`src/rtl/spi_lcd_seq.sv`:
```
// spi_lcd_seq -- SPI LCD front end: power-up reset sequencer, {dc,data} FIFO,
// SPI mode-0 byte shifter with MISO read-back, and post-command delay.
//
// Ports
//   clock, reset        : system clock, synchronous active-high reset
//   dc, in, put, full   : byte write side; a write is taken on every cycle
//                         with put=1 and full=0, otherwise it is dropped
//                         (full is the only back-pressure, no other handshake)
//   hw_reset            : request a new panel reset sequence (acted on in IDLE)
//   ready               : 1 while the sequencer is IDLE
//   out, out_valid      : last byte read on MISO and its one-cycle strobe
//   LCD_reset_n, LCD_clock, LCD_cs_n, LCD_dc, LCD_mosi, LCD_miso : panel pins
module spi_lcd_seq #(
  parameter int FREQ   = 25_000_000,
  parameter int DELAY  = 120,
  parameter int RST_MS = 10,
  parameter int DEPTH  = 4,
  parameter int DIV    = 1
) (
  input  logic       clock,
  input  logic       reset,
  input  logic       dc,
  input  logic [7:0] in,
  input  logic       put,
  output logic       full,
  input  logic       hw_reset,
  output logic       ready,
  output logic [7:0] out,
  output logic       out_valid,
  output logic       LCD_reset_n,
  output logic       LCD_clock,
  output logic       LCD_cs_n,
  output logic       LCD_dc,
  output logic       LCD_mosi,
  input  logic       LCD_miso
);

  localparam int MS      = FREQ / 1000;
  localparam int RST_CYC = RST_MS * MS;
  localparam int DLY_CYC = DELAY * MS;
  localparam int MAX_CYC = (RST_CYC > DLY_CYC) ? RST_CYC : DLY_CYC;
  localparam int CW      = (MAX_CYC > 0) ? $clog2(MAX_CYC + 1) : 1;
  localparam int DW      = (DIV > 1) ? $clog2(DIV) : 1;
  localparam int ENTRIES = 2 ** DEPTH;

  // Counters load N-1 so a wait lasts N cycles; a zero wait still takes one.
  localparam logic [CW-1:0]  RST_LD   = (RST_CYC == 0) ? '0 : CW'(RST_CYC - 1);
  localparam logic [CW-1:0]  DLY_LD   = (DLY_CYC == 0) ? '0 : CW'(DLY_CYC - 1);
  localparam logic [DW-1:0]  DIV_LD   = DW'(DIV - 1);
  localparam logic [DEPTH:0] CNT_FULL = (DEPTH + 1)'(ENTRIES);

  typedef enum logic [2:0] {S_HOLD, S_WAKE, S_IDLE, S_LOAD, S_SHIFT, S_DELAY} state_t;

  state_t           state_q, state_d;
  logic [CW-1:0]    cnt_q, cnt_d;
  logic [8:0]       fifo_q [ENTRIES];
  logic [DEPTH-1:0] wr_ptr_q, wr_ptr_d, rd_ptr_q, rd_ptr_d;
  logic [DEPTH:0]   count_q, count_d;
  logic             full_q, full_d, ready_q, ready_d;
  logic [7:0]       tx_q, tx_d, rx_q, rx_d, out_q, out_d;
  logic [2:0]       bit_q, bit_d;
  logic [DW-1:0]    div_q, div_d;
  logic             out_valid_q, out_valid_d;
  logic             reset_n_q, reset_n_d, sck_q, sck_d, cs_n_q, cs_n_d;
  logic             dc_q, dc_d, mosi_q, mosi_d;
  logic             push, pop, start_load, is_pwr;
  logic [8:0]       head;

  assign head   = fifo_q[rd_ptr_q];
  assign push   = put & ~full_q;   // dropped when full, even if popping now
  assign pop    = (state_q == S_LOAD);
  // SWRESET, SLPIN, SLPOUT need the panel to settle before the next byte.
  assign is_pwr = ~dc_q & ((tx_q == 8'h01) | (tx_q == 8'h10) | (tx_q == 8'h11));

  always_comb begin
    wr_ptr_d = wr_ptr_q + DEPTH'(push);
    rd_ptr_d = rd_ptr_q + DEPTH'(pop);
    count_d  = count_q + (DEPTH + 1)'(push) - (DEPTH + 1)'(pop);
    full_d   = (count_d == CNT_FULL);
  end

  always_comb begin
    state_d     = state_q;
    cnt_d       = cnt_q;
    tx_d        = tx_q;
    rx_d        = rx_q;
    bit_d       = bit_q;
    div_d       = div_q;
    out_d       = out_q;
    out_valid_d = 1'b0;
    sck_d       = sck_q;
    cs_n_d      = cs_n_q;
    dc_d        = dc_q;
    mosi_d      = mosi_q;
    start_load  = 1'b0;
    case (state_q)
      S_HOLD: begin
        if (cnt_q == '0) begin
          state_d = S_WAKE;
          cnt_d   = DLY_LD;
        end else begin
          cnt_d = cnt_q - CW'(1);
        end
      end
      S_WAKE, S_DELAY: begin
        if (cnt_q == '0) state_d = S_IDLE;
        else             cnt_d   = cnt_q - CW'(1);
      end
      S_IDLE: begin
        if (hw_reset) begin
          state_d = S_HOLD;
          cnt_d   = RST_LD;
        end else if (count_q != '0) begin
          start_load = 1'b1;
        end
      end
      S_LOAD: begin
        tx_d    = head[7:0];
        bit_d   = 3'd7;
        div_d   = DIV_LD;
        sck_d   = 1'b0;
        state_d = S_SHIFT;
      end
      S_SHIFT: begin
        if (div_q != '0) begin
          div_d = div_q - DW'(1);
        end else begin
          div_d = DIV_LD;
          if (!sck_q) begin
            // Rising SCK: capture MISO, MSB first.
            sck_d = 1'b1;
            rx_d  = {rx_q[6:0], LCD_miso};
          end else begin
            sck_d = 1'b0;
            if (bit_q == 3'd0) begin
              out_d       = rx_q;
              out_valid_d = 1'b1;
              if (is_pwr) begin
                cs_n_d  = 1'b1;
                state_d = S_DELAY;
                cnt_d   = DLY_LD;
              end else if (count_q != '0) begin
                start_load = 1'b1;   // keep CS low for back-to-back bytes
              end else begin
                cs_n_d  = 1'b1;
                state_d = S_IDLE;
              end
            end else begin
              bit_d  = bit_q - 3'd1;
              mosi_d = tx_q[bit_q - 3'd1];
            end
          end
        end
      end
      default: begin
        state_d = S_HOLD;
        cnt_d   = RST_LD;
      end
    endcase
    // Pins for the LOAD cycle are set on the edge entering it from the head.
    if (start_load) begin
      state_d = S_LOAD;
      cs_n_d  = 1'b0;
      dc_d    = head[8];
      mosi_d  = head[7];
    end
  end

  assign reset_n_d = (state_d != S_HOLD);
  assign ready_d   = (state_d == S_IDLE);

  always_ff @(posedge clock) begin
    if (reset) begin
      state_q     <= S_HOLD;
      cnt_q       <= RST_LD;
      wr_ptr_q    <= '0;
      rd_ptr_q    <= '0;
      count_q     <= '0;
      full_q      <= 1'b0;
      ready_q     <= 1'b0;
      tx_q        <= '0;
      rx_q        <= '0;
      bit_q       <= '0;
      div_q       <= '0;
      out_q       <= '0;
      out_valid_q <= 1'b0;
      reset_n_q   <= 1'b0;
      sck_q       <= 1'b0;
      cs_n_q      <= 1'b1;
      dc_q        <= 1'b0;
      mosi_q      <= 1'b0;
    end else begin
      state_q     <= state_d;
      cnt_q       <= cnt_d;
      wr_ptr_q    <= wr_ptr_d;
      rd_ptr_q    <= rd_ptr_d;
      count_q     <= count_d;
      full_q      <= full_d;
      ready_q     <= ready_d;
      tx_q        <= tx_d;
      rx_q        <= rx_d;
      bit_q       <= bit_d;
      div_q       <= div_d;
      out_q       <= out_d;
      out_valid_q <= out_valid_d;
      reset_n_q   <= reset_n_d;
      sck_q       <= sck_d;
      cs_n_q      <= cs_n_d;
      dc_q        <= dc_d;
      mosi_q      <= mosi_d;
    end
  end

  // Storage only; pointers and count carry the reset state.
  always_ff @(posedge clock) begin
    if (push) fifo_q[wr_ptr_q] <= {dc, in};
  end

  assign full        = full_q;
  assign ready       = ready_q;
  assign out         = out_q;
  assign out_valid   = out_valid_q;
  assign LCD_reset_n = reset_n_q;
  assign LCD_clock   = sck_q;
  assign LCD_cs_n    = cs_n_q;
  assign LCD_dc      = dc_q;
  assign LCD_mosi    = mosi_q;

endmodule

```
`config.mk`:
```
export PLATFORM = sky130hd
export DESIGN_NAME = spi_lcd_seq
export DESIGN_NICKNAME = d
export VERILOG_FILES = /design/src/rtl/spi_lcd_seq.sv
export SDC_FILE = /design/constraint.sdc
export NUM_CORES = 1
export LEC_CHECK = 0
export ABC_CLOCK_PERIOD_IN_PS = 2700
export CAP_MARGIN = 20
export CORE_MARGIN = 4
export CORE_UTILIZATION = 45
export CTS_BUF_LIST = sky130_fd_sc_hd__clkbuf_8
export DETAILED_ROUTE_END_ITERATION = 10
export DONT_BUFFER_PORTS = 1
export PLACE_DENSITY = 0.59
export SYNTH_ARGS = -nofsm -noshare
export SYNTH_HDL_FRONTEND = slang
export SYNTH_SLANG_ARGS = --single-unit
```
`constraint.sdc`:
```
create_clock -name clock -period 2.7 [get_ports clock]
set_input_delay 0.54 -clock clock [delete_from_list [all_inputs] [get_ports clock]]
set_output_delay 0.54 -clock clock [all_outputs]
set_load 0.01 [all_outputs]
```
==> results.toml <==
[synth]
ys_warn_count = 0
synth_ff_type = "edfxtp_1"
syn_inst = 670
synth_edf_count = 144
syn_area_um2 = 9230
ys_seq_area_frac = 0.627
ys_seq_elements = 217
synth_area_per_cell_um2 = 13.8
async_flop_share = 0
ys_types = 70
syn_nets = 699

[global_routing]
grt_pass1_wl_um = 30600
grt.total_usage = 0.171
grt_antenna_before_repair = 0
grt_max_degree = 60
grt_overflow = 0
grt_pass1_vias = 5763

[finish]
diodes = 0
layout.nets = 725
final_common_cell = "edfxtp_1"
n_fill_cell = 1687
area_delta_synth_final_pct = 11.2
fin_util = 0.508
drive_gt1_frac = 0.188
final_cell_mix = "edfxtp_1 (144), dfxtp_1 (72), nand2_1 (68)"

[clock_tree]
clock_latency_ns = 0.52
cts_hold_buffers = 0
cts.sinks = 217
cts_buffer_depth = 3
clk_pin_slew_ns = 0.06
cts_setup_buffers = 0
cts-root-buf = "clkbuf_8"
cts_htree_levels = 2
tritoncts = "done"
cts_made_buffers = 37
cts_resized = 0

[pwr]
leakage_nw = 3.35
finalPower_mw = 6.85
ir_drop_mv = 0.306
powerDensity_nw_per_um2 = 668

[floorplan]
pin_count = 30
die_x_um = 151
core-area_um2 = 20200
row_count = 52
die-area_um2 = 22900
start_util = 0.457
die_h_um = 151

[timing]
worst_slew_pin_slew_ns = 0.711
drv_slew = 0
setup_tns_ns = 0
maxSlewHeadroom = 0.519
finalHoldViolations = 0
rsz0062_at_grt = "false"
setup_viol_count_final = 0
holdWs_ns = 0.0864
worst_slack_ns = 0.225
clock_skew_ns = 0.0154
fin_crit_ns = 2.47
fmax_mhz = 404
finalCritPeriodShare = 0.917

[route]
ant_nets = 0
vias = 5609
remaining_drc_errors = 0
drt_first_pass_iters = 5
vias_per_cell = 5.67
wl_per_cell_um = 18.9
drt_iter0_drc = 319
routed_wirelength_um = 18700

[worst_setup_path]
crit_path_max_incr_delay_ns = 0.43
path_max_fanout = 11
worstSetupPathType = "reg2reg"
path_delay_family = "simple AND/OR/NAND/NOR gates"
cp.arrival_ns = 2.88
cp_cell_sequence = "inv_1, ha_1, nor4b_1, and3_1, a31oi_1, nand2_1, a211o_1"
path_buf_inv = 1
start_kind = "flop"
crit_required_ns = 3.10
crit_slowest_cell = "nand2_1"
worstSetupEndpointType = "flop"

[placed_design]
dp_slack_ns = 0.304
place_hpwl_um = 12600
portBuffers = 0
gp_congestion = 0.814

[run]
maxCapViolations = 0

[min_path]
hold_class = "in2reg"

[status]
status = "finished clean"
==> synth_stat cells, types with 5 or more instances <==
| cell | n | area (um2) |
|---|---|---|
| o31ai_1 | 7 | 52.6 |
| clkbuf_1 | 23 | 86.3 |
| nor2b_1 | 7 | 43.8 |
| mux4_2 | 47 | 1060 |
| nor4_1 | 5 | 31.3 |
| xnor2_1 | 6 | 52.6 |
| inv_1 | 15 | 56.3 |
| nand2b_1 | 8 | 50.1 |
| buf_1 | 5 | 18.8 |
| buf_2 | 10 | 50.1 |
| o211ai_1 | 6 | 45.0 |
| a211oi_1 | 10 | 75.1 |
| or3_1 | 5 | 31.3 |
| a31oi_1 | 11 | 68.8 |
| nand2_1 | 68 | 255 |
| o21ai_1 | 5 | 25.0 |
| nor2_1 | 47 | 176 |
| a21oi_1 | 43 | 215 |
| ha_1 | 14 | 175 |
| o311ai_0 | 6 | 52.6 |
| dfxtp_1 | 73 | 1460 |
| edfxtp_1 | 144 | 4320 |
| nor3_1 | 16 | 80.1 |
| nand3_1 | 11 | 55.1 |
==> area by class of cell <==
cell class | count | area [um2] | area share
flip-flops and latches | 217 | 5790 | 0.564
multi-input cells | 396 | 3210 | 0.313
clock buffers | 39 | 537 | 0.0523
well taps | 270 | 338 | 0.0329
repair buffers | 28 | 223 | 0.0217
clock inverters | 24 | 106 | 0.0104
inverters | 16 | 60.1 | 0.00586
==> flip-flops by register name (all words and copies together), names as in the netlist, 3 cells and up <==
name / flops
count_q: 5
rd_ptr_q: 4
bit_q: 3
fifo_q: 144
state_q: 3
wr_ptr_q: 4
out: 8
tx_q: 8
rx_q: 8
cnt_q: 22
==> layer usage <==
layer	vias to the layer above	GRT usage	part of all wire
li1	2639	-	-
met1	2771	0.223	0.43
met2	152	0.278	0.48
met3	47	0.0419	0.062
met4	0	0.0630	0.025
met5	-	0	0
==> path summary, 6_finish.rpt <==
check,cells after the start,endpoint,from,slack [ns]
worst max-delay path,7,cnt_q[14]$_SDFFE_PP1P_,cnt_q[0]$_SDFFE_PP1P_,0.23
worst min-delay path,1,cnt_q[18]$_SDFFE_PP0P_,reset,0.09
worst max register to register,7,cnt_q[14]$_SDFFE_PP1P_,cnt_q[0]$_SDFFE_PP1P_,0.23
worst min register to register,2,out[0]$_SDFFE_PP0P_,rx_q[0]$_SDFFE_PP0P_,0.46
==> report_power, final <==
part	internal [mW]	total [mW]	leakage, nW	switching [mW]
Sequential	3.67	3.74	1.89	0.0618
Combinational	0.234	0.529	1.08	0.295
Clock	1.33	2.58	0.375	1.25
==> worst reg2reg max path, stage by stage (launching register included) <==
cell and delay, ns:
dfxtp_1 0.40, inv_1 0.09, ha_1 0.20, nor4b_1 0.15, and3_1 0.28, a31oi_1 0.42, nand2_1 0.43, a211o_1 0.40
==> cells by family after synthesis <==
logic type      synth area share
flops                      0.627
simple gates               0.110
compound gates            0.0915
buf+inv                   0.0255
mux                        0.116
fa+ha+maj                 0.0212
xor+xnor                 0.00854
==> per-stage QoR <==
step           instances  instance area (um2)
6_report             990                10300
5_1_grt              990                10300
4_1_cts              990                10300
3_5_place_dp         927                 9610
3_3_place_gp         927                 9610
2_1_floorplan        670                 9230
(Power assumes the default switching activity.)
==> patch: new RTL, config.mk and constraints unchanged <==
Set the parameter `RST_MS` to 5 (it was 10).
--- a/src/rtl/spi_lcd_seq.sv
+++ b/src/rtl/spi_lcd_seq.sv
@@ -14,5 +14,5 @@
   parameter int FREQ   = 25_000_000,
   parameter int DELAY  = 120,
-  parameter int RST_MS = 10,
+  parameter int RST_MS = 5,
   parameter int DEPTH  = 4,
   parameter int DIV    = 1
Function: no difference found for any inputs over 10 cycles, from zero or initial values and one cycle with reset high; that may be too few to reach the edited logic, so the function may still have changed.
==> patch against the unedited design <==
  * Wire length rose by 1.3%
  * Setup slack worse by 24 ps
  * Power rose by 0.37%
  * Sequential cell count is the same
  * Critical path depth is 1 lower
  * Cell area shrank 0.87%
  * Count of clock-buffer cells in the layout grew 2
  * Synthesized area decreased by 2.0%
  * Largest power group unchanged
==> patch: results (changes against the unedited design) <==
| Metric | Value |
|---|---|
| Wire per inst | 19.3 µm (+2.2%) |
| Placed Area | 9500 µm² (-1.1%) |
| Seq/Total Area, Yosys | 64.0% (+1.3 points) |
| Fmax | 400 MHz (-0.98%) |
| Synth cell count leaders | 144 x edfxtp_1, 73 x dfxtp_1, 62 x nand2_1 |
| Clk_skew | 17.5 ps (+2.11 ps) |
| Syn Nets | 683 (-2.3%) |
| Largest net degree at the start of global routing | 80 (+33%) |
| WHS | 122 ps (+35.3 ps) |
| Critical Path Fanout Max | 8 (-3) |
| P_sw | 1.57 mW (-2.2%) |
| Final Wtd Congestion | 0.828 (+1.8%) |
| First drt pass iteration count | 6 (+1) |
| Nets | 721 (-0.55%) |
| Netlist cell types | 65 (-7.1%) |
| Worst r2r path cells | 6 (-1) |
| Global Route Usage Sum | 17.6% (+0.49 points) |
| VDD IR max | 0.000439 V (+44%) |
| Reg-to-reg critical path startpoint | cnt_q[12] |
| First-pass GRT wire length | 30.5 mm (-0.23%) |
| Post-DP HPWL | 12.7 mm (+0.96%) |
| Worst flop-to-flop path endpoint | cnt_q[6] |
| H-tree Lvls | 2 (unchanged) |
| Routed Wire Length | 18.9 mm (+1.3%) |
| Vias | 5516 (-1.7%) |
| CP peak stage delay | 590 ps (+160 ps) |
| Fillers | 1689 (+0.12%) |
| Status | finished clean |
| Synth-to-layout area growth | 12.4% |
| Placed Cells | 918 (-0.97%) |
| Vias in the first global route | 5693 (-1.2%) |
| Initial DRC Count | 355 (+11%) |
| Rel. slew slack | 54.4% (+2.5 points) |
| Largest cells by area after synthesis | edfxtp_1 48%, dfxtp_1 16%, mux4_2 11%, a21oi_1 2.8%, nand2_1 2.6% |
| Layout cells sized above 1 | 19.4% (+0.64 points) |
patch: worst max-delay path by stage:
stage,cells past startpoint,start,to
after floorplan,16,state_q[0],full
after global placement,14,state_q[2],full
after detailed placement,14,state_q[2],full
after CTS,14,state_q[2],full
after global routing,14,state_q[2],full
final,6,cnt_q[12],cnt_q[6]
patch: what timing repair did:
action | in CTS | in global routing
hold endpoints to repair | 0 | 0
gates resized for setup | 0 | 1
hold buffers | 0 | 0
setup endpoints to repair | 0 | 2
patch: worst reg2reg max path, stage by stage (launching register included):
cell	delay [ps]
dfxtp_1	370
or4_4	590
and4bb_1	340
nand4_1	230
nand2_1	360
o21ai_0	150
a221o_1	350
patch: logic make-up (layout without fill, tap and decap cells):
| family | after synthesis | in the layout | synth area share, % |
|---|---|---|---|
| AOI/OAI and AO/OA | 109 | 109 | 7.47 |
| buffers and inverters | 54 | 117 | 2.55 |
| muxes | 51 | 51 | 12.0 |
| adders and majority gates | 15 | 15 | 2.16 |
| xor gates and xnor gates | 11 | 11 | 1.07 |
| and+or+nand+nor | 197 | 197 | 10.8 |
| DFF | 217 | 217 | 64.0 |
patch: power by group through the flow:
stage | Sequential, mW | Combinational (mW) | Clock, mW
after detailed placement | 3.81 | 0.525 | 0
after CTS | 3.74 | 0.528 | 2.72
after global placement | 3.80 | 0.508 | 0
after floorplan | 3.79 | 0.400 | 0
after global routing | 3.75 | 0.590 | 2.86
final | 3.74 | 0.522 | 2.61
patch: metal layers:
metal  track usage [%]  wire [µm]
met1              23.1       8100
met2              29.8       9320
met3              3.60       1210
met4              4.99        287
met5                 0          0
patch: area by class of cell:
cell class / count / area share [%]
Sequential cell: 217 / 56.9
Multi-Input combinational cell: 383 / 29.8
Clock buffer: 41 / 5.55
Tap cell: 265 / 3.26
Timing Repair Buffer: 32 / 2.73
Clock inverter: 23 / 0.948
Inverter: 21 / 0.775
